`src/rtl/instruction_loader.sv`:
```
// UART program loader: receives framed 8N1 bytes, assembles little-endian words and writes them
// into instruction memory, holding the core in reset until a checksum-verified frame completes.
module instruction_loader #(
    parameter int unsigned CLKS_PER_BIT = 434,
    parameter int unsigned ADDR_WIDTH   = 7,
    parameter int unsigned XLEN         = 32
) (
    input  logic                  i_clock,
    input  logic                  i_reset,
    input  logic                  i_rx,
    input  logic                  i_load_enable,
    output logic [ADDR_WIDTH-1:0] o_mem_address,
    output logic [XLEN-1:0]       o_mem_data,
    output logic                  o_mem_wren,
    output logic                  o_core_reset,
    output logic                  o_busy,
    output logic                  o_error
);

    localparam int unsigned CntW  = $clog2(CLKS_PER_BIT);
    localparam int unsigned WcW   = ADDR_WIDTH + 1;
    localparam int unsigned Depth = 1 << ADDR_WIDTH;
    localparam logic [CntW-1:0] CntHalf = CntW'(CLKS_PER_BIT / 2 - 1);
    localparam logic [CntW-1:0] CntFull = CntW'(CLKS_PER_BIT - 1);

    typedef enum logic [1:0] {RxIdle, RxStart, RxData, RxStop} rx_state_t;
    typedef enum logic [1:0] {StIdle, StLen, StData, StCheck} st_state_t;

    logic            r_rx_meta, r_rx_sync, r_rx_prev;
    rx_state_t       r_rx_state;
    logic [CntW-1:0] r_clk_cnt;
    logic [2:0]      r_bit_idx;
    logic [7:0]      r_shift;
    logic            r_byte_valid;
    logic            r_frame_err;

    st_state_t       r_state;
    logic [WcW-1:0]  r_len;
    logic [WcW-1:0]  r_word_cnt;
    logic [1:0]      r_byte_idx;
    logic [XLEN-9:0] r_word;
    logic [7:0]      r_csum;
    logic            r_hold;

    // Byte receiver; r_shift holds the received byte while r_byte_valid is high.
    always_ff @(posedge i_clock) begin
        if (!i_reset) begin
            r_rx_meta    <= 1'b1;
            r_rx_sync    <= 1'b1;
            r_rx_prev    <= 1'b1;
            r_rx_state   <= RxIdle;
            r_clk_cnt    <= '0;
            r_bit_idx    <= '0;
            r_shift      <= '0;
            r_byte_valid <= 1'b0;
            r_frame_err  <= 1'b0;
        end else begin
            r_rx_meta    <= i_rx;
            r_rx_sync    <= r_rx_meta;
            r_rx_prev    <= r_rx_sync;
            r_byte_valid <= 1'b0;
            r_frame_err  <= 1'b0;
            unique case (r_rx_state)
                RxIdle: begin
                    if (!r_rx_sync && r_rx_prev) begin
                        r_rx_state <= RxStart;
                        r_clk_cnt  <= '0;
                    end
                end
                RxStart: begin
                    if (r_clk_cnt == CntHalf) begin
                        r_clk_cnt  <= '0;
                        r_bit_idx  <= '0;
                        r_rx_state <= r_rx_sync ? RxIdle : RxData;
                    end else begin
                        r_clk_cnt <= r_clk_cnt + 1'b1;
                    end
                end
                RxData: begin
                    if (r_clk_cnt == CntFull) begin
                        r_clk_cnt <= '0;
                        r_shift   <= {r_rx_sync, r_shift[7:1]};
                        if (r_bit_idx == 3'd7) r_rx_state <= RxStop;
                        else                   r_bit_idx  <= r_bit_idx + 1'b1;
                    end else begin
                        r_clk_cnt <= r_clk_cnt + 1'b1;
                    end
                end
                RxStop: begin
                    if (r_clk_cnt == CntFull) begin
                        r_clk_cnt    <= '0;
                        r_rx_state   <= RxIdle;
                        r_byte_valid <= r_rx_sync;
                        r_frame_err  <= !r_rx_sync;
                    end else begin
                        r_clk_cnt <= r_clk_cnt + 1'b1;
                    end
                end
            endcase
        end
    end

    // Frame parser. r_hold remembers whether the core must stay in reset between frames.
    always_ff @(posedge i_clock) begin
        if (!i_reset) begin
            r_state       <= StIdle;
            r_len         <= '0;
            r_word_cnt    <= '0;
            r_byte_idx    <= '0;
            r_word        <= '0;
            r_csum        <= '0;
            r_hold        <= 1'b0;
            o_mem_address <= '0;
            o_mem_data    <= '0;
            o_mem_wren    <= 1'b0;
            o_core_reset  <= 1'b1;
            o_error       <= 1'b0;
        end else begin
            o_mem_wren   <= 1'b0;
            o_core_reset <= r_hold;
            if (r_frame_err && r_state != StIdle) begin
                o_error <= 1'b1;
                r_state <= StIdle;
            end else if (r_byte_valid) begin
                unique case (r_state)
                    StIdle: begin
                        if (r_shift == 8'hA5 && i_load_enable) begin
                            r_state      <= StLen;
                            o_error      <= 1'b0;
                            r_csum       <= '0;
                            r_word_cnt   <= '0;
                            r_byte_idx   <= '0;
                            r_hold       <= 1'b1;
                            o_core_reset <= 1'b1;
                        end
                    end
                    StLen: begin
                        if (r_shift == 8'd0 || 32'(r_shift) > Depth) begin
                            o_error <= 1'b1;
                            r_state <= StIdle;
                        end else begin
                            r_len   <= WcW'(r_shift);
                            r_state <= StData;
                        end
                    end
                    StData: begin
                        r_csum     <= r_csum ^ r_shift;
                        r_word     <= {r_shift, r_word[XLEN-9:8]};
                        r_byte_idx <= r_byte_idx + 1'b1;
                        if (r_byte_idx == 2'd3) begin
                            o_mem_wren    <= 1'b1;
                            o_mem_data    <= {r_shift, r_word};
                            o_mem_address <= r_word_cnt[ADDR_WIDTH-1:0];
                            r_word_cnt    <= r_word_cnt + 1'b1;
                            if (r_word_cnt + 1'b1 == r_len) r_state <= StCheck;
                        end
                    end
                    StCheck: begin
                        r_state <= StIdle;
                        if (r_shift == r_csum) begin
                            o_error      <= 1'b0;
                            r_hold       <= 1'b0;
                            o_core_reset <= 1'b0;
                        end else begin
                            o_error <= 1'b1;
                        end
                    end
                endcase
            end
        end
    end

    assign o_busy = (r_state != StIdle);

endmodule

```
`config.mk`:
```
export PLATFORM = sky130hd
export DESIGN_NAME = instruction_loader
export DESIGN_NICKNAME = d
export VERILOG_FILES = /design/src/rtl/instruction_loader.sv
export SDC_FILE = /design/constraint.sdc
export NUM_CORES = 1
export LEC_CHECK = 0
export CAP_MARGIN = 20
export CORE_ASPECT_RATIO = 1.1
export CORE_MARGIN = 1
export CORE_UTILIZATION = 50
export CTS_CLUSTER_SIZE = 10
export DETAILED_ROUTE_END_ITERATION = 8
export GPL_TIMING_DRIVEN = 0
export PLACE_DENSITY = 0.66
export SLEW_MARGIN = 10
export SYNTH_ARGS = -nofsm -noshare
export SYNTH_HDL_FRONTEND = slang
export SYNTH_SLANG_ARGS = --single-unit
```
`constraint.sdc`:
```
create_clock -name i_clock -period 2.65 [get_ports i_clock]
set_input_delay 0.6625 -clock i_clock [delete_from_list [all_inputs] [get_ports i_clock]]
set_output_delay 0.6625 -clock i_clock [all_outputs]
set_load 0.03 [all_outputs]
```
### After elaboration in Yosys (flattened, before gate mapping)

Cells that the tools add are included.

* add/sub/neg operators: 4
* multiply operators: 0
* div/mod/pow operators: 0
* $lt $le $gt $ge: 1
* eq/ne operators: 24
* shift-type cells: 0
* mux-type cells: 38
* bitwise gates (word level): 6
* reduce and logical (&&, ||, !) cells: 27

Operators by type and width (number)
* case mux 8 bit (2 select lines): 2
* 2-to-1 mux 9 bit: 3
* case mux 9 bit (3 select lines): 1
* AND reduction 4 bit: 6
* 2-to-1 mux 2 bit: 11
* != test 2 bit, second input constant: 9
* equality test 8 bit: 2
* 2-to-1 mux 8 bit: 2
* case mux 2 bit (4 select lines): 2
* equality test 2 bit, second input constant: 5
* 2-to-1 mux 1 bit: 10
* AND reduction 5 bit: 2
* adder 9 x 1 -> 9 bit, second input constant: 1
* equality test 9 x 8 -> 1 bit, second input constant: 1
* equality test 9 bit, second input constant: 1
* 2-to-1 mux 3 bit: 3
* adder 8 x 1 -> 8 bit, second input constant: 1
* equality test 8 bit, second input constant: 1
* greater-than comparator 8 bit, second input constant: 1
* zero test 8 bit: 1
* nonzero test 2 bit: 4
* XOR 8 bit: 1
* != test 3 bit, second input constant: 2
* case mux 3 bit (2 select lines): 1
* 17 further kinds: 27

* bits in registers: 122
* latch bits: 0
* memory bits (writable): 0
* bits in read-only memories: 0
* input bits: 4
* output and inout bits: 43
* memories kept: 0

### Logic depth before layout (Yosys ltp)

* depth after elaboration: 6
* depth in mapped cells: 11

### Worst setup path after synthesis

OpenSTA, ideal clock, no wires.

* path type: reg-to-reg
* from: reg r_state[0]
* to: reg o_mem_address[0]
* library setup time: 0.076 ns
* arrival: 2.305 ns
* data required time: 2.574 ns
* slack: 0.270 ns
* stages on the path, launching flop included: 12
* path buffers: 3
* path through: dfxtp_1 inv_1 ha_1 inv_1 nand2_1 and3_1 clkbuf_1 nand2_1 buf_2 clkbuf_1 nand2_1 a21boi_0

* longest elaborated chain between the ends: 4
* elaborated cells on any way between the ends: 5

RTL lines
* start: declaration: RTL line 37 `st_state_t r_state;`
* start signal: assignment: RTL line 106 `r_state <= StIdle;`
* start signal: assignment: RTL line 123 `r_state <= StIdle;`
* start signal: assignment: RTL line 128 `r_state <= StLen;`
* nonzero test 2 bit
* named net o_busy: RTL line 16 `output logic o_busy,`
* logical AND 1 bit: RTL line 121 `if (r_frame_err && r_state != StIdle) begin`
* inverter 1 bit (no source line)
* AND reduction 4 bit (no source line)
* end signal: assignment: RTL line 153 `o_mem_address <= r_word_cnt[ADDR_WIDTH-1:0];`
* end: declaration: RTL line 12 `output logic [ADDR_WIDTH-1:0] o_mem_address,`

The timed path passes the listed nets, and every way through them passes these cells.
A chain may end at the register's enable or synchronous reset.

### Worst setup path after layout

* from: reg r_state[0]
* to: reg o_mem_address[4]

* longest elaborated chain between the ends: 4
* elaborated cells on any way between the ends: 5

RTL lines (RTL line)
* nonzero test 2 bit: 121
* logical AND 1 bit: 121
* inverter 1 bit (no source line)
* AND reduction 4 bit (no source line) *

Mark *: on every way between the ends. The rest lies on a longest branch, timed or not.

==> results.json <==
{
  "syn_to_final_growth_pct": 23.2,
  "synth_area_sq_um": 5510,
  "drtAntennaViolNets": 0,
  "clock-root-buffer": "clkbuf_16",
  "synthTopCellsByArea": "dfxtp_1 (44%), a21boi_0 (11%), nand2_1 (10%), mux2i_1 (3.1%), nor2b_1 (2.7%)",
  "critPathLaunchType": "register",
  "status": "complete, no violations",
  "synth_adder_area_share_pct": 2.50,
  "num-nets-final": 723,
  "antenna_found_initial": 0,
  "synthMuxAreaShare_pct": 3.09,
  "final_core_util_pct": 64.4,
  "die_h_microns": 112,
  "drv_cap": 0,
  "reg2regPathDepth": 9,
  "synth_cell_types": 55,
  "synth_nets": 661,
  "firstDrtPassIters": 5,
  "synthFlopType": "dfxtp_1",
  "worst_slew_pin_slew_ns": 0.598,
  "synth_xor_area_share_pct": 2.54,
  "overflow": 0,
  "finalCritPeriodShare_pct": 90.0,
  "cts_tree": "built",
  "cts.sinks": 122,
  "total_power_uw": 4540,
  "h-tree-depth": 4,
  "startpoint": "r_state[0]",
  "coreArea_sq_um": 10500,
  "crit_path_end_kind": "register",
  "synth.top_cell.area_share_pct": 44.3,
  "fmax_mhz": 419,
  "fin_tns_setup_ns": 0,
  "fin_cells": 864,
  "synth_top_area_cell": "dfxtp_1",
  "synth_top_family_by_area": "simple AND/OR/NAND/NOR gates",
  "slew_headroom_pct": 60.1,
  "avgSynthCellArea_sq_um": 8.53,
  "drive_gt1_share_pct": 7.35,
  "slew_viol_final": 0,
  "ys_warn_count": 0,
  "chipWidth_microns": 102,
  "grt-busiest-layer": "met2",
  "grt_pass1_vias": 4665,
  "grt_max_degree": 20,
  "drtIter0Drc": 219,
  "seq_area_frac_synth_pct": 44.3,
  "ys_ff_latch": 122,
  "synth-compound-area-share_pct": 19.5,
  "via_per_inst": 5.45,
  "synth-edff-count": 0,
  "design.die.area_sq_um": 11400,
  "final-hold-violation-count": 0,
  "worst_clock_skew_ns": 0.00789,
  "wl_per_cell_microns": 15.3,
  "met1_usage_pct": 32.5,
  "cts.hold.buffers_added": 0,
  "setup_viol": 0,
  "numPortBuffers": 45,
  "postSynthCellCount": 646,
  "holdPathStages": 1,
  "dp_hpwl_microns": 9110,
  "cts.reportedPaths.clkPinSlew_ns": 0.06,
  "crit_required_ns": 2.99,
  "leakagePower_uw": 0.00237,
  "grt_usage_pct": 25.1,
  "use_met2_pct": 40.9,
  "start_util_pct": 52.3,
  "vias": 4706,
  "routabilityCongestion": 0.899,
  "synth-async-reset-ratio_pct": 0,
  "drc_errors": 0,
  "totalWireLength_microns": 13200,
  "hp-class": "reg -> reg",
  "min_period_ns": 2.38,
  "path_class": "reg -> reg",
  "cts.path.max_buffers": 2,
  "placed_cells": 834,
  "antennaDiodeCount": 0,
  "pin_count": 47,
  "cts_buffers": 17,
  "critPathMaxFanout": 19,
  "cellPowerDensity_nw_per_um2": 668,
  "reg2reg_from": "r_state[0]",
  "ir_worst_vdd_v": 0.000448,
  "rsz0062_at_grt": "false",
  "grt_pass1_wl_microns": 22300,
  "num_rows": 39,
  "timing.rr.end": "o_mem_address[4]",
  "synthSimpleGateAreaFrac_pct": 24.0,
  "endpoint": "o_mem_address[4]",
  "use_met3_pct": 5.29,
  "clkLatencyLatePin_ns": 0.41,
  "ff2ff_setup_slack_ns": 0.27,
  "worstPathArrival_ns": 2.72,
  "post_cts.repair.setup_buffers": 0
}
==> power by group <==
part           switching (uW)  internal (uW)  total, uW  leakage (uW)
combinational             102           70.5        173       0.00108
clock                     820           1690       2510      0.000306
sequential               8.43           1850       1860      0.000984
total                     930           3610       4540       0.00237
==> routing by layer <==
metal | vias up | routed length (microns)
met4 | 0 | 194
met3 | 20 | 507
met1 | 2240 | 6070
li1 | 2329 | -
met2 | 117 | 6470
met5 | - | 0
==> metrics by stage <==
| step | instance area [sq um] | worst slack [ns] | hold slack, ns |
|---|---|---|---|
| 2_1_floorplan | 5510 | 0.270 | 0.386 |
| 3_3_place_gp | 6140 | -0.0458 | 0.400 |
| 3_5_place_dp | 6140 | -0.126 | 0.393 |
| 4_1_cts | 6770 | 0.0816 | 0.412 |
| 5_1_grt | 6790 | 0.0166 | 0.437 |
| 6_report | 6790 | 0.266 | 0.409 |
==> logic make-up after synthesis <==
| family | count (synthesis) |
|---|---|
| simple gates | 276 |
| compound gates | 148 |
| flops | 122 |
| buf+inv | 56 |
| mux | 17 |
| xor+xnor | 16 |
| fa+ha+maj | 11 |
==> sequential cells by signal, indices dropped and copies added, names as in the netlist, 2 cells and up, named ones only <==
name,flops
r_word,24
r_clk_cnt,9
r_shift,8
o_mem_data,32
r_csum,8
r_word_cnt,8
r_bit_idx,3
r_len,8
r_byte_idx,2
o_mem_address,7
==> repair_timing <==
item | 4_1_cts | 5_1_grt
resized for setup | 2 | 11
pin swaps | 0 | 0
endpoints found under the setup margin | 11 | 24
==> cell usage after synthesis, types with 6 or more instances <==
| master | n |
|---|---|
| nand4_1 | 6 |
| nor4_1 | 6 |
| nand2_1 | 154 |
| nand3b_1 | 9 |
| a21boi_1 | 10 |
| mux2i_1 | 17 |
| nand2b_1 | 7 |
| nand3_1 | 9 |
| o21ai_0 | 26 |
| xor2_1 | 9 |
| clkbuf_1 | 36 |
| buf_2 | 6 |
| nor2b_1 | 24 |
| ha_1 | 11 |
| nor2_1 | 24 |
| xnor2_1 | 7 |
| a21boi_0 | 81 |
| inv_1 | 11 |
| dfxtp_1 | 122 |
| or3_1 | 10 |
==> area by class of cell <==
type | count | area, sq um
inverters | 11 | 41.3
multi-input cells | 468 | 2850
well taps | 143 | 179
fillers | 921 | 3750
clock buffers | 20 | 447
flip-flops and latches | 122 | 2440
plain buffers | 42 | 184
clock inverters | 12 | 196
repair buffers | 46 | 454
==> layout by cell type, fill, tap and decap left out, drive strengths merged, types with 5 or more instances in the layout <==
cell type / synthesis / routed
nand2: 154 / 154
nand2b: 7 / 7
inv: 11 / 11
nor2b: 24 / 24
ha: 11 / 11
clkbuf: 36 / 56
clkdlybuf4s50: 0 / 44
nand4: 6 / 6
xor2: 9 / 9
dfxtp: 122 / 122
nand3b: 9 / 9
o21ai: 29 / 29
mux2i: 17 / 17
nand3: 11 / 11
a21boi: 92 / 92
nor2: 25 / 25
nor4: 6 / 6
or3: 10 / 10
xnor2: 7 / 7
bufinv: 0 / 5
buf: 9 / 7
==> worst min path at each step <==
stage,from,endpoint
3_5_place_dp,r_rx_meta,r_rx_sync
4_1_cts,r_rx_meta,r_rx_sync
5_1_grt,r_rx_meta,r_rx_sync
3_3_place_gp,r_rx_meta,r_rx_sync
2_1_floorplan,r_rx_meta,r_rx_sync
6_report,r_rx_meta,r_rx_sync
==> worst max-delay path: stages, from the launching register on <==
cell      delay (ns)
dfxtp_1         0.34
inv_1           0.13
ha_1            0.30
inv_1           0.09
nand2_1         0.23
nand3_1         0.29
nor2_1          0.31
clkbuf_4        0.34
nand2_1         0.11
a21boi_0        0.16
(Power assumes the default switching activity.)
==> RTL change, RTL diff (same settings) <==
Change the parameter `XLEN` from 32 to 48.
--- a/src/rtl/instruction_loader.sv
+++ b/src/rtl/instruction_loader.sv
@@ -4,5 +4,5 @@
     parameter int unsigned CLKS_PER_BIT = 434,
     parameter int unsigned ADDR_WIDTH   = 7,
-    parameter int unsigned XLEN         = 32
+    parameter int unsigned XLEN         = 48
 ) (
     input  logic                  i_clock,
Ports: changed (resized o_mem_data); port bits go from 47 to 63. No check against the original RTL was run, so the function may have changed too.
==> RTL change against the unedited design <==
The flow now finishes with violations (DRC); global-route usage fell by 1.6 points; final area rose by 21%; routed wire length rose by 16%; clock power increased by 6%; sequential cell count grew 32; total power grew 13%; worst setup slack worse by 0.15 ns; die area up 21%; synthesized area up 21%; sequential share of layout area up 1.6 points; hold slack got worse by 0.0042 ns; critical endpoint is now r_state[0]$_SDFFE_PP0P_.
==> RTL change: results (changes against the unedited design) <==
[grt]
grt_pass1_vias=5342  ; +15%
track_usage_pct=23.5  ; -1.6 points
grt_max_degree=17  ; -15%

[placement]
place_congestion=0.882  ; -1.9%
dp.cells=1011  ; +21%
placed_area_mm2=0.00749  ; +22%
hpwl_um=11000  ; +21%
port_buffers=61  ; +36%

[timing]
finalWorstSetupSlack_ns=0.120  ; -0.147 ns
fin_skew_ns=0.00724  ; -0.000649 ns

[final_layout]
reg_top3=o_mem_data: 48 flops, r_word: 40 flops, r_clk_cnt: 9 flops
fin_nets=887  ; +23%

[synth]
synth_nets=808  ; +22%
synth_area_leaders=dfxtp_1 46%, a21boi_0 13%, nand2_1 12%, clkbuf_1 2.9%, mux2i_1 2.7%
yosys.area_share.xor_xnor_pct=2.23  ; -0.32 points
postSynthAreaPerCell_um2=8.43  ; -1.2%
ys_seq_area_share_pct=46.1  ; +1.8 points
synth-adder-area-share_pct=2.06  ; -0.44 points
synth_cell_types=49  ; -11%
synth_compound_area_share_pct=19.1  ; -0.39 points
synth_common_cells=215 x nand2_1, 154 x dfxtp_1, 116 x a21boi_0, 51 x clkbuf_1, 27 x nor2b_1

[routing]
wl_per_cell_um=14.7  ; -3.9%
drcViolationCount=5  ; +5
wirelength_um=15400  ; +16%
vias_per_cell=5.27  ; -3.2%
first_pass_iters=7  ; +2
drt_iter0_markers=241  ; +10%

[setup_path]
arrival_ns=2.86  ; +0.14 ns
r2r_cells=7  ; -2
critPathMaxFanout=6  ; -13
crit-reg2reg-launch=r_word_cnt[0]$_SDFFE_PN0P_

[status]
status=complete, but fails checks
violations=DRC

[power]
ir_drop_mv=0.443  ; -1.3%
seqPwrFrac_pct=45.3  ; +4.4 points
combPwrFrac_pct=2.7  ; -1.1 points
p_leak_nw=2.87  ; +21%
p_total_mw=5.14  ; +13%

[RTL change: critical path, stage by stage, from the launching register on]
cell and delay [ns]:
dfxtp_4 0.38, ha_2 0.30, xor2_1 0.16, a2111oi_2 0.35, o221ai_1 0.17, o41a_1 0.38, or3_1 0.41, a221oi_2 0.28
[RTL change: area by class of cell]
| class | count | area [µm²] | area share, % |
|---|---|---|---|
| buffer | 54 | 220 | 2.68 |
| tap | 157 | 196 | 2.39 |
| inverter | 12 | 45.0 | 0.548 |
| sequential | 154 | 3090 | 37.6 |
| timing repair buffer | 64 | 632 | 7.69 |
| clock inverter | 14 | 218 | 2.65 |
| clock buffer | 18 | 439 | 5.35 |
| multi-input combinational | 569 | 3380 | 41.1 |
[RTL change: timing repair]
item	in CTS	in global routing
cloned	0	0
setup endpoints to repair	59	102
buffers inserted	3	0
pin swaps	1	1
resized for setup	9	18
[RTL change: per-layer routing]
layer	wire length, µm	track usage (%)
met5	0	0
met4	330	9.33
met3	549	5.34
met2	7410	41.3
met1	7060	28.0
[RTL change: worst min path at each step]
stage                                       to  cells past startpoint            startpoint  slack (ns)
after floorplan           r_rx_sync$_SDFF_PN1_                      1  r_rx_meta$_SDFF_PN1_        0.39
after global placement    r_rx_sync$_SDFF_PN1_                      1  r_rx_meta$_SDFF_PN1_        0.39
after detailed placement  r_rx_sync$_SDFF_PN1_                      1  r_rx_meta$_SDFF_PN1_        0.40
after CTS                 r_rx_sync$_SDFF_PN1_                      1  r_rx_meta$_SDFF_PN1_        0.41
after global routing      r_rx_sync$_SDFF_PN1_                      1  r_rx_meta$_SDFF_PN1_        0.43
final                     r_rx_sync$_SDFF_PN1_                      1  r_rx_meta$_SDFF_PN1_        0.41
